File: src/rtl/spdif_lock_controller.sv
// S/PDIF lock supervisor: steps through four bit-length threshold presets while hunting,
// qualifies lock from the preamble sequence and drives mute and decoder restart.
module spdif_lock_controller #(
  parameter int unsigned LOCK_SUBFRAMES = 16,
  parameter int unsigned UNLOCK_ERRORS  = 2,
  parameter int unsigned TIMEOUT        = 4095
) (
  input  logic       clk,
  input  logic       rst_n,
  input  logic       ena,
  input  logic       sync_b,
  input  logic       sync_w,
  input  logic       sync_m,
  output logic [1:0] rate_sel,
  output logic [7:0] t1,
  output logic [7:0] t2,
  output logic [7:0] t3,
  output logic       audio_locked,
  output logic       mute,
  output logic       decoder_restart
);

  localparam logic [0:0]  ST_HUNT   = 1'b0;
  localparam logic [0:0]  ST_LOCKED = 1'b1;
  localparam logic [1:0]  PRE_NONE  = 2'd0;
  localparam logic [1:0]  PRE_B     = 2'd1;
  localparam logic [1:0]  PRE_W     = 2'd2;
  localparam logic [1:0]  PRE_M     = 2'd3;
  localparam logic [11:0] TMO_LAST  = 12'(TIMEOUT - 32'd1);
  localparam logic [7:0]  GOOD_LAST = 8'(LOCK_SUBFRAMES - 32'd1);
  localparam logic [7:0]  ERR_LAST  = 8'(UNLOCK_ERRORS - 32'd1);

  // {t1, t2, t3} for a preset index, fastest bit clock last.
  function automatic logic [23:0] preset_thresholds(input logic [1:0] idx);
    logic [23:0] thr;
    case (idx)
      2'd0:    thr = {8'd20, 8'd38, 8'd42};
      2'd1:    thr = {8'd16, 8'd30, 8'd32};
      2'd2:    thr = {8'd10, 8'd19, 8'd21};
      2'd3:    thr = {8'd5,  8'd9,  8'd10};
      default: thr = {8'd20, 8'd38, 8'd42};
    endcase
    return thr;
  endfunction

  logic [0:0]  state_r;
  logic [1:0]  rate_sel_r;
  logic [7:0]  t1_r, t2_r, t3_r;
  logic        audio_locked_r, mute_r, decoder_restart_r;
  logic [7:0]  good_cnt_r, err_cnt_r;
  logic [11:0] tmo_cnt_r;
  logic [1:0]  last_pre_r;

  logic [2:0]  sync_vec_s;
  logic [1:0]  pre_type_s;
  logic        any_pre_s, single_s, seq_ok_s, valid_s, invalid_s, timeout_s, unlock_s;

  logic [0:0]  nxt_state_s;
  logic [1:0]  nxt_rate_sel_s, nxt_last_pre_s;
  logic        nxt_locked_s, nxt_mute_s, nxt_restart_s;
  logic [7:0]  nxt_good_cnt_s, nxt_err_cnt_s;
  logic [11:0] nxt_tmo_cnt_s;
  logic [23:0] thr_s;

  assign sync_vec_s = {sync_b, sync_w, sync_m};
  assign thr_s      = preset_thresholds(nxt_rate_sel_s);

  // Classify this cycle's preamble activity against the last accepted preamble.
  always_comb begin
    any_pre_s = ena & (sync_vec_s != 3'b000);
    case (sync_vec_s)
      3'b100: begin pre_type_s = PRE_B;    single_s = 1'b1; end
      3'b010: begin pre_type_s = PRE_W;    single_s = 1'b1; end
      3'b001: begin pre_type_s = PRE_M;    single_s = 1'b1; end
      default: begin pre_type_s = PRE_NONE; single_s = 1'b0; end
    endcase
    case (last_pre_r)
      PRE_NONE:     seq_ok_s = 1'b1;
      PRE_W:        seq_ok_s = (pre_type_s == PRE_B) || (pre_type_s == PRE_M);
      PRE_B, PRE_M: seq_ok_s = (pre_type_s == PRE_W);
      default:      seq_ok_s = 1'b0;
    endcase
    valid_s   = any_pre_s & single_s & seq_ok_s;
    invalid_s = any_pre_s & ~valid_s;
    // A preamble in the same cycle suppresses the timeout.
    timeout_s = ena & ~any_pre_s & (tmo_cnt_r == TMO_LAST);
    unlock_s  = (state_r == ST_LOCKED) &
                (timeout_s | (invalid_s & (err_cnt_r == ERR_LAST)));
  end

  // Next-state decisions; with ena low everything holds except the restart pulse.
  always_comb begin
    nxt_state_s    = state_r;
    nxt_rate_sel_s = rate_sel_r;
    nxt_locked_s   = audio_locked_r;
    nxt_mute_s     = mute_r;
    nxt_restart_s  = 1'b0;
    nxt_good_cnt_s = good_cnt_r;
    nxt_err_cnt_s  = err_cnt_r;
    nxt_tmo_cnt_s  = tmo_cnt_r;
    nxt_last_pre_s = last_pre_r;
    if (ena) begin
      if (any_pre_s || timeout_s) begin
        nxt_tmo_cnt_s = 12'd0;
      end else begin
        nxt_tmo_cnt_s = tmo_cnt_r + 12'd1;
      end
      if (valid_s) begin
        nxt_last_pre_s = pre_type_s;
      end else if (invalid_s) begin
        nxt_last_pre_s = PRE_NONE;
      end else begin
        nxt_last_pre_s = last_pre_r;
      end
      case (state_r)
        ST_HUNT: begin
          if (valid_s) begin
            if (good_cnt_r == GOOD_LAST) begin
              nxt_state_s    = ST_LOCKED;
              nxt_locked_s   = 1'b1;
              nxt_err_cnt_s  = 8'd0;
              nxt_good_cnt_s = 8'd0;
            end else begin
              nxt_good_cnt_s = good_cnt_r + 8'd1;
            end
          end else if (invalid_s) begin
            nxt_good_cnt_s = 8'd0;
          end else if (timeout_s) begin
            nxt_rate_sel_s = rate_sel_r + 2'd1;
            nxt_restart_s  = 1'b1;
            nxt_good_cnt_s = 8'd0;
            nxt_last_pre_s = PRE_NONE;
          end else begin
            nxt_good_cnt_s = good_cnt_r;
          end
        end
        ST_LOCKED: begin
          // rate_sel is kept on unlock so the current preset is retried first.
          if (unlock_s) begin
            nxt_state_s    = ST_HUNT;
            nxt_locked_s   = 1'b0;
            nxt_mute_s     = 1'b1;
            nxt_restart_s  = 1'b1;
            nxt_good_cnt_s = 8'd0;
            nxt_err_cnt_s  = 8'd0;
            nxt_last_pre_s = PRE_NONE;
          end else if (valid_s) begin
            nxt_err_cnt_s = 8'd0;
            if (pre_type_s == PRE_B) begin
              nxt_mute_s = 1'b0;
            end else begin
              nxt_mute_s = mute_r;
            end
          end else if (invalid_s) begin
            nxt_err_cnt_s = err_cnt_r + 8'd1;
          end else begin
            nxt_err_cnt_s = err_cnt_r;
          end
        end
        default: begin
          nxt_state_s  = ST_HUNT;
          nxt_locked_s = 1'b0;
          nxt_mute_s   = 1'b1;
        end
      endcase
    end else begin
      nxt_tmo_cnt_s = tmo_cnt_r;
    end
  end

  // State and output registers; reset restores the hunting, muted defaults.
  always_ff @(posedge clk or negedge rst_n) begin
    if (!rst_n) begin
      state_r           <= ST_HUNT;
      rate_sel_r        <= 2'd0;
      t1_r              <= 8'd20;
      t2_r              <= 8'd38;
      t3_r              <= 8'd42;
      audio_locked_r    <= 1'b0;
      mute_r            <= 1'b1;
      decoder_restart_r <= 1'b0;
      good_cnt_r        <= 8'd0;
      err_cnt_r         <= 8'd0;
      tmo_cnt_r         <= 12'd0;
      last_pre_r        <= PRE_NONE;
    end else begin
      state_r           <= nxt_state_s;
      rate_sel_r        <= nxt_rate_sel_s;
      t1_r              <= thr_s[23:16];
      t2_r              <= thr_s[15:8];
      t3_r              <= thr_s[7:0];
      audio_locked_r    <= nxt_locked_s;
      mute_r            <= nxt_mute_s;
      decoder_restart_r <= nxt_restart_s;
      good_cnt_r        <= nxt_good_cnt_s;
      err_cnt_r         <= nxt_err_cnt_s;
      tmo_cnt_r         <= nxt_tmo_cnt_s;
      last_pre_r        <= nxt_last_pre_s;
    end
  end

  assign rate_sel        = rate_sel_r;
  assign t1              = t1_r;
  assign t2              = t2_r;
  assign t3              = t3_r;
  assign audio_locked    = audio_locked_r;
  assign mute            = mute_r;
  assign decoder_restart = decoder_restart_r;

endmodule

File: config.mk
export PLATFORM = sky130hd
export DESIGN_NAME = spdif_lock_controller
export DESIGN_NICKNAME = d
export VERILOG_FILES = /design/src/rtl/spdif_lock_controller.sv
export SDC_FILE = /design/constraint.sdc
export NUM_CORES = 1
export LEC_CHECK = 0
export CORE_UTILIZATION = 35
export CTS_CLUSTER_DIAMETER = 50
export DETAILED_ROUTE_END_ITERATION = 12
export GPL_TIMING_DRIVEN = 0
export PLACE_DENSITY = 0.58
export SYNTH_ARGS = -nofsm -noshare
export SYNTH_HDL_FRONTEND = slang
export SYNTH_SLANG_ARGS = --single-unit
File: constraint.sdc
create_clock -name clk -period 2.6 [get_ports clk]
set_input_delay 0.78 -clock clk [delete_from_list [all_inputs] [get_ports clk]]
set_output_delay 0.78 -clock clk [all_outputs]
set_load 0.02 [all_outputs]
==> parameters.txt, run 1 <==
Parameter                              Value

Die
  Std cell rows ... 29
  Chip width ... 84.76 um
  Floorplan die height ... 84.76 um
  Core box area ... 6495 um2
  Initial Utilization ... 36.91%
  Number of placed I/O pins ... 35
  Die area ... 7184 um2

GRT
  All-layer global routing usage ... 13.79%
  Total global routing overflow ... 0
  Number of global-route vias before repair ... 1755
  Antenna violations before repair ... 0
  Largest net degree at the start of global routing ... 31
  First-pass GRT wire length ... 7.900 mm

Synthesis
  Flops & latches, synth ... 44
  Post-synthesis async set-or-reset flop share ... 100.0%
  Primary flip-flop cell chosen by synthesis mapping ... dfrtp_1
  Area share of the largest cell type after synthesis ... 40.71%
  Number of enable flip-flop cells after synthesis ... 0
  Distinct cell type count after synthesis ... 43
  Portion of the post-synthesis area used by sequential elements ... 46.19%
  Yosys synthesis warning count ... 0
  Mapped Avg Cell Area ... 9.745 um2
  Post-synthesis cell type with the largest combined area ... dfrtp_1
  Post-synthesis instance total ... 246
  Leading post-synthesis cells by cell area ... dfrtp_1, dfstp_2, ha_1
  Netlist Area Pre-Place ... 2397 um2

Power
  Peak supply drop ... 0.3013 mV
  Final total power ... 1.636 mW
  Power Density ... 554.2 nW/um2
  Leakage Power ... 1.321 nW

Drt
  Wirelength per Cell ... 12.01 um
  Post-detailed-route DRC marker count ... 5
  Number of violations reported at the end of detailed-routing iteration 0 ... 91
  Via density ... 5.003
  Number of nets with antenna violations after routing ... 0
  Routed vias ... 1826
  Total Wirelength ... 4.384 mm
  Router iterations before antenna repair ... 8

Placement
  Total half-perimeter wirelength after legalization and detailed placement ... 3.201 mm
  Number of buffer cells added on primary ports ... 26
  Global placer's final weighted congestion ... 0.8098

Clock network
  CTS Root Buffer Type ... clkbuf_8
  Clock buffer count from CTS ... 5
  Clock Path Buffers ... 2
  H-Tree Level Count ... 2
  Clock-pin slew on the worst setup and hold paths ... 0.08 ns
  Clock tree sinks ... 44
  Worst-skew pair later-pin latency ... 0.30 ns
  TritonCTS clock tree ... done

Setup path
  Element type at the critical path start ... primary input
  Longest individual stage delay on the worst path ... 0.42 ns
  Arrival time of the worst setup path ... 2.73 ns
  Worst path required time ... 2.79 ns
  Worst path cell trace ... clkdlybuf4s15_2 > or3_4 > or3_4 > nor2_4 > nand2_2 > xnor2_2 > ha_1 > or2_2
  Critical path start-end classification ... in -> reg
  CP max-delay cell ... or3_4
  Number of buffer and inverter instances along the worst setup path ... 1
  Maximum fanout count along the critical path ... 8
  Cell family contributing the most delay on the critical path ... simple AND/OR/NAND/NOR gates
  Critical path endpoint category ... flop
  Cell seen most often among critical-path stages ... or3_4

Layout
  Final #Nets ... 303
  Count of filler cells inserted in the layout ... 619
  Fraction of layout cells with a size suffix above 1 ... 19.79%
  Area growth syn-to-layout ... 23.12%
  Antenna Diode Count ... 0

Timing
  Period minus WS final ... 2.545 ns
  Post-route clock period utilization ... 97.88%
  Count of final setup violators ... 0
  Fmax ... 393.0 MHz
  Slew Limit Headroom ... 58.11%
  Fin Clk Skew ... 0.003685 ns
  Pins Over Slew Limit ... 0
  Endpoints failing hold ... 0
  Unrepaired setup endpoints after global routing ... yes
  Total negative slack for setup checks ... 0 ns
  Transition time at the pin with the least slew margin ... 0.6284 ns
  Worst hold slack ... 0.3847 ns

Min path
  Worst hold path class ... in -> async

Run status
  Violations in the final reports ... DRC
  Run status ... complete, but fails checks

Flow run
  MaxCap Viol Count ... 0
[registers in the layout, summed over array words and instances (netlist names)]
name	cells
good_cnt_r	8
decoder_restart	1
t1	3
mute	1
t2	5
rate_sel	2
audio_locked	1
last_pre_r	2
err_cnt_r	8
tmo_cnt_r	12
state_r	1
[placed cells by master (no fill, tap or decap), types with 2 or more instances in the layout]
cell / n
dfrtp_1: 39
nor2_1: 22
clkdlybuf4s50_1: 22
o21ai_0: 21
nand2_1: 18
buf_4: 17
nand3_1: 12
inv_1: 11
ha_1: 10
or3_1: 7
xor2_1: 7
nor3_1: 7
a21oi_1: 7
conb_1: 7
and3_1: 5
clkbuf_8: 5
dfstp_2: 5
nand4_1: 4
xnor2_1: 4
or2_2: 3
o31ai_1: 3
or3_4: 2
xnor2_2: 2
or4b_4: 2
nand2b_1: 2
a22o_1: 2
mux2i_1: 2
mux2_4: 2
or4_1: 2
o211ai_1: 2
clkbuf_1: 2
o32ai_1: 2
a31oi_1: 2
clkdlybuf4s15_2: 2
[path summary, 6_finish.rpt]
check,slack [ns],cells past startpoint,from,endpoint
min,0.38,1,rst_n,tmo_cnt_r[10]
max reg2reg,0.24,8,tmo_cnt_r[6],t2[0]
max in group asynchronous,1.67,2,rst_n,t2[1]
min in group clk,0.49,2,mute,mute
min reg2reg,0.49,2,mute,mute
max,0.06,8,sync_b,t2[0]
[cell families (layout without fill, tap and decap cells)]
kind of cell / Yosys count / count (layout) / share of synthesized area, %
and+or+nand+nor: 94 / 94 / 20.72
AOI/OAI and AO/OA: 48 / 48 / 13.05
DFF: 44 / 44 / 46.19
buffers and inverters: 32 / 68 / 8.142
xor gates and xnor gates: 13 / 13 / 4.750
adders and majority gates: 10 / 10 / 5.219
muxes: 4 / 4 / 1.774
other: 1 / 7 / 0.1564
[what timing repair did]
| item | CTS | global route |
|---|---|---|
| pin swaps | 2 | 1 |
| buffers inserted | 1 | 0 |
| hold buffers | 0 | 0 |
| gates cloned | 0 | 0 |
| endpoints found under the setup margin | 27 | 3 |
| gates resized for setup | 16 | 3 |
[cells in the mapped netlist, types with 4 or more instances]
library cell and instances:
nand3_1 12, and3_1 5, xor2_1 7, ha_1 10, nand4_1 4, nand2_1 20, xnor2_1 6, nor2_1 23
o21ai_0 21, inv_1 12, a21oi_1 7, dfstp_2 5, nor3_1 7, buf_4 16, dfrtp_1 39, or3_1 9
[power breakdown]
group | internal (mW) | switching (mW) | leakage (nW)
registers | 0.756 | 0.0895 | 0.591
clock network | 0.188 | 0.236 | 0.0412
logic | 0.165 | 0.201 | 0.689
total | 1.11 | 0.527 | 1.32
[final cells by class]
cell class	instances	area, um2	share of cell area, %
Sequential cell	44	1107	37.52
Clock inverter	2	12.51	0.4239
Tap cell	77	96.34	3.264
Timing Repair Buffer	28	284.0	9.623
Clock buffer	6	72.57	2.459
Multi-Input combinational cell	176	1179	39.93
Buffer	20	155.1	5.256
Inverter	12	45.04	1.526
[worst register-to-register path, cell delays in order, from the launching register on]
cell     delay [ns]
dfrtp_1        0.39
nand2_1        0.10
or3_1          0.44
or3_4          0.42
nor2_4         0.13
nand2_2        0.10
xnor2_2        0.17
ha_1           0.20
or2_2          0.28
[per-stage QoR]
| step | setup WS, ns | area [um2] | utilization [%] | cells |
|---|---|---|---|---|
| 2_1_floorplan | -0.06650 | 2439 | - | 252 |
| 3_3_place_gp | -0.7686 | 2795 | 43.04 | 355 |
| 3_5_place_dp | -0.7823 | 2810 | 43.27 | 356 |
| 4_1_cts | 0.02435 | 2945 | 45.35 | 365 |
| 5_1_grt | -0.01306 | 2952 | 45.44 | 365 |
| 6_report | 0.05515 | 2952 | 45.44 | 365 |
[routing by layer]
| layer | wire, um | track usage [%] | up-vias |
|---|---|---|---|
| met1 | 2163 | 17.86 | 865 |
| li1 | - | - | 924 |
| met4 | 80 | 6.471 | 0 |
| met2 | 1987 | 21.88 | 30 |
| met5 | 0 | 0 | - |
| met3 | 153 | 3.245 | 7 |
No activity file was read; power rests on OpenSTA's default activity.
==> run 2: changes to the inputs <==
--- a/config.mk
+++ b/config.mk
@@ -5,11 +5,12 @@
 export SDC_FILE = /design/constraint.sdc
 export NUM_CORES = 1
 export LEC_CHECK = 0
+export ABC_AREA = 1
 export CORE_UTILIZATION = 35
 export CTS_CLUSTER_DIAMETER = 50
 export DETAILED_ROUTE_END_ITERATION = 12
 export GPL_TIMING_DRIVEN = 0
-export PLACE_DENSITY = 0.58
+export PLACE_DENSITY = 0.57
 export SYNTH_ARGS = -nofsm -noshare
 export SYNTH_HDL_FRONTEND = slang
 export SYNTH_SLANG_ARGS = --single-unit
==> run 2 against run 1 <==
Net effect: the run now ends clean; synthesized cell count rose by 23%; non-clock buffer count rose by 2; flip-flop and latch count stayed put; cell count grew 22%; largest cell class unchanged; largest power group unchanged; via count is 6.0% higher; global-route usage up 0.35 points.
==> parameters.txt, run 2 <==
Parameter                              Value

Run status
  Run status ... complete, no violations (was complete, but fails checks)

Timing
  Pins Over Slew Limit ... 0 (unchanged)
  Endpoints failing hold ... 0 (unchanged)
  Count of final setup violators ... 0 (unchanged)
  Transition time at the pin with the least slew margin ... 0.5180 ns (was 0.6284 ns)
  Fmax ... 408.0 MHz (was 393.0 MHz)
  Slew Limit Headroom ... 65.46% (was 58.11%)
  Worst hold slack ... 0.4412 ns (was 0.3847 ns)
  Setup slack of the critical path after layout ... 0.1488 ns (was 0.05515 ns)
  Total negative slack for setup checks ... 0 ns (unchanged)
  Post-route clock period utilization ... 94.28% (was 97.88%)
  Fin Clk Skew ... 0.007692 ns (was 0.003685 ns)
  Period minus WS final ... 2.451 ns (was 2.545 ns)

Synthesis
  Distinct cell type count after synthesis ... 30 (was 43)
  Commonest cells in the synthesized netlist ... nand2_1, dfrtp_1, nor2_1 (was dfrtp_1, nor2_1, o21ai_0)
  Area share of the largest cell type after synthesis ... 38.92% (was 40.71%)
  Number of enable flip-flop cells after synthesis ... 0 (unchanged)
  Leading post-synthesis cells by cell area ... dfrtp_1, nand2_1, nor2_1 (was dfrtp_1, dfstp_2, ha_1)
  Mapped Avg Cell Area ... 8.303 um2 (was 9.745 um2)
  Yosys synthesis warning count ... 0 (unchanged)
  Flops & latches, synth ... 44 (unchanged)
  Post-synthesis instance total ... 302 (was 246)
  Post-synthesis cell type with the largest combined area ... dfrtp_1 (unchanged)
  Netlist Area Pre-Place ... 2507 um2 (was 2397 um2)
  Cell with the most instances after synthesis ... nand2_1 (was dfrtp_1)
  Primary flip-flop cell chosen by synthesis mapping ... dfrtp_1 (unchanged)
  Portion of the post-synthesis area used by sequential elements ... 44.16% (was 46.19%)
  Post-synthesis async set-or-reset flop share ... 100.0% (unchanged)

Drt
  Met3 routed wirelength ... 131 um (was 153 um)
  Total Wirelength ... 4.702 mm (was 4.384 mm)
  Post-detailed-route DRC marker count ... 0 (was 5)
  Wirelength per Cell ... 10.59 um (was 12.01 um)
  Number of violations reported at the end of detailed-routing iteration 0 ... 76 (was 91)
  Number of nets with antenna violations after routing ... 0 (unchanged)
  WL met1 ... 2.338 mm (was 2.163 mm)
  Via density ... 4.358 (was 5.003)
  Router iterations before antenna repair ... 4 (was 8)
  Wire length on met2 ... 2.163 mm (was 1.987 mm)
  Top routing layer in use ... met4 (unchanged)
  Routed vias ... 1935 (was 1826)

Flow run
  MaxCap Viol Count ... 0 (unchanged)

Layout
  Final Util ... 45.14% (was 45.44%)
  Number of flip-flops under the largest register name ... 12 (unchanged)
  Fraction of layout cells with a size suffix above 1 ... 18.68% (was 19.79%)
  Top Registers ... tmo_cnt_r x12, err_cnt_r x8, good_cnt_r x8 (unchanged)
  Area growth syn-to-layout ... 23.65% (was 23.12%)
  Final #Nets ... 363 (was 303)
  Most frequent standard cell in the layout excluding fill and tap cells ... nand2_1 (was dfrtp_1)
  Most flops, register ... tmo_cnt_r (unchanged)
  Most used cells in the layout excluding fill and tap cells ... nand2_1, dfrtp_1, nor2_1 (was dfrtp_1, nor2_1, clkdlybuf4s50_1)
  Count of filler cells inserted in the layout ... 680 (was 619)
  Antenna Diode Count ... 0 (unchanged)

Min path
  Worst hold path class ... in -> async (unchanged)

Clock network
  Clock tree sinks ... 44 (unchanged)
  Clock-pin slew on the worst setup and hold paths ... 0.09 ns (was 0.08 ns)
  H-Tree Level Count ... 2 (unchanged)
  Clock Path Buffers ... 2 (unchanged)
  CTS Root Buffer Type ... clkbuf_8 (unchanged)
  TritonCTS clock tree ... done (unchanged)
  Worst-skew pair later-pin latency ... 0.30 ns (about the same)
  Clock buffer count from CTS ... 5 (unchanged)

Die
  Core box area ... 6869 um2 (was 6495 um2)
  Initial Utilization ... 36.50% (was 36.91%)
  Chip width ... 86.64 um (was 84.76 um)
  Std cell rows ... 30 (was 29)
  Die area ... 7506 um2 (was 7184 um2)
  Number of placed I/O pins ... 35 (unchanged)
  Floorplan die height ... 86.64 um (was 84.76 um)

Setup path
  Arrival time of the worst setup path ... 2.64 ns (was 2.73 ns)
  Longest individual stage delay on the worst path ... 0.51 ns (was 0.42 ns)
  Number of buffer and inverter instances along the worst setup path ... 3 (was 1)
  Element type at the critical path start ... primary input (unchanged)
  Terminus of the critical flop-to-flop path ... t2[0] (unchanged)
  Worst r2r src ... tmo_cnt_r[0] (was tmo_cnt_r[6])
  Flop-to-flop setup slack ... 0.56 ns (was 0.24 ns)
  Maximum fanout count along the critical path ... 4 (was 8)
  Critical path start-end classification ... in -> reg (unchanged)
  Worst path cell trace ... clkdlybuf4s50_1 > nor2_2 > nand2_2 > inv_1 > nand4_4 > nor2_4 > or2_2 > nand2_1 > inv_1 > ha_1 > or2_2 (was clkdlybuf4s15_2 > or3_4 > or3_4 > nor2_4 > nand2_2 > xnor2_2 > ha_1 > or2_2)
  Worst path required time ... 2.79 ns (about the same)
  Critical path endpoint category ... flop (unchanged)
  Cells on worst reg2reg path ... 11 (was 8)
  Cell family contributing the most delay on the critical path ... simple AND/OR/NAND/NOR gates (unchanged)
  CP max-delay cell ... clkdlybuf4s50_1 (was or3_4)

GRT
  Largest net degree at the start of global routing ... 24 (was 31)
  Number of global-route vias before repair ... 1827 (was 1755)
  Antenna violations before repair ... 0 (unchanged)
  All-layer global routing usage ... 14.14% (was 13.79%)
  Total global routing overflow ... 0 (unchanged)
  First-pass GRT wire length ... 8.286 mm (was 7.900 mm)

Placement
  Total half-perimeter wirelength after legalization and detailed placement ... 3.464 mm (was 3.201 mm)
  Number of buffer cells added on primary ports ... 27 (was 26)
  Global placer's final weighted congestion ... 0.7472 (was 0.8098)
  Setup Slack @ Placement ... -0.6555 ns (was -0.7823 ns)

Power
  Leakage Power ... 1.535 nW (was 1.321 nW)
  Peak supply drop ... 0.3618 mV (was 0.3013 mV)
  Power Density ... 439.7 nW/um2 (was 554.2 nW/um2)
[run 2: cell types whose count changed after synthesis, moves of 7 or more]
| cell | delta |
|---|---|
| inv_1 | +19 |
| nand2_1 | +46 |
| nand3_1 | +15 |
| nand4_1 | +7 |
| nor2_1 | +14 |
| o21ai_0 | -17 |
| or3_1 | -9 |
[run 2: cell type report]
cell class	instances	area, um2	share of cell area, %
buffer	18	138.9	4.479
clock buffer	5	68.82	2.220
clock inverter	3	42.54	1.372
inverter	33	123.9	3.995
multi-input combinational	213	1180	38.05
sequential	44	1107	35.71
tap	96	120.1	3.874
timing repair buffer	32	319.1	10.29
[run 2: routing by layer]
layer	track usage, %	vias up
met4	4.697	0
met1	18.95	874
met2	22.66	25
met5	0	-
li1	-	1031
met3	3.143	5
[run 2: report_power, final]
group | switching, mW | total (mW) | internal, mW
clock | 0.247 | 0.531 | 0.284
combinational | 0.0716 | 0.113 | 0.0412
sequential | 0.0166 | 0.720 | 0.703
[run 2: cells by family after synthesis]
group	Yosys count	share of synthesized area, %
simple gates	173	33.53
xor+xnor	12	4.192
compound gates	11	2.495
buf+inv	51	10.48
fa+ha+maj	10	4.990
other cells	1	0.1496
flops	44	44.16
[run 2: repair_timing]
action / in CTS / in global routing
hold buffers: 0 / 0
resized for setup: 5 / 3
pin swaps: 2 / 2
endpoints found under the hold margin: 0 / 0
endpoints found under the setup margin: 5 / 2
setup buffers: 3 / 1
[run 2: per-stage QoR]
step	total power [mW]	std cells	area, um2
finish	1.363	444	3100
global route	1.426	444	3100
detailed placement	0.8474	432	2935
CTS	1.388	443	3085
floorplan	0.8018	308	2530
global placement	0.8408	431	2920
[run 2: worst max path at each step]
stage                       from    end  slack [ns]  cells after the start
after floorplan           sync_b  t2[2]        0.20                     10
after global routing      sync_m  t2[2]      -0.002                     11
after CTS                 sync_m  t2[0]        0.08                     11
after global placement       ena  t2[2]       -0.57                     10
after detailed placement     ena  t2[2]       -0.66                     10
final                     sync_m  t2[0]        0.15                     11
==> run 3: changes to the inputs <==
--- a/config.mk
+++ b/config.mk
@@ -7,7 +7,6 @@
 export LEC_CHECK = 0
 export ABC_AREA = 1
 export CORE_UTILIZATION = 35
-export CTS_CLUSTER_DIAMETER = 50
 export DETAILED_ROUTE_END_ITERATION = 12
 export GPL_TIMING_DRIVEN = 0
 export PLACE_DENSITY = 0.57
==> constraint.sdc (replaced) <==
create_clock -name clk -period 2.6 [get_ports clk]
set_input_delay 0.78 -clock clk [delete_from_list [all_inputs] [get_ports clk]]
set_output_delay 0.78 -clock clk [all_outputs]
set_load 0.05 [all_outputs]
==> results of run 3 <==
Same layout as run 2 (identical final DEF). Status: complete, no violations.
Among the figures that moved: setup slack after layout 0.1488 ns -> 0.08443 ns; start point of the critical path sync_m -> t2[2]; end point of the critical path t2[0] -> t2[2]; total power 1.363 mW -> 1.377 mW
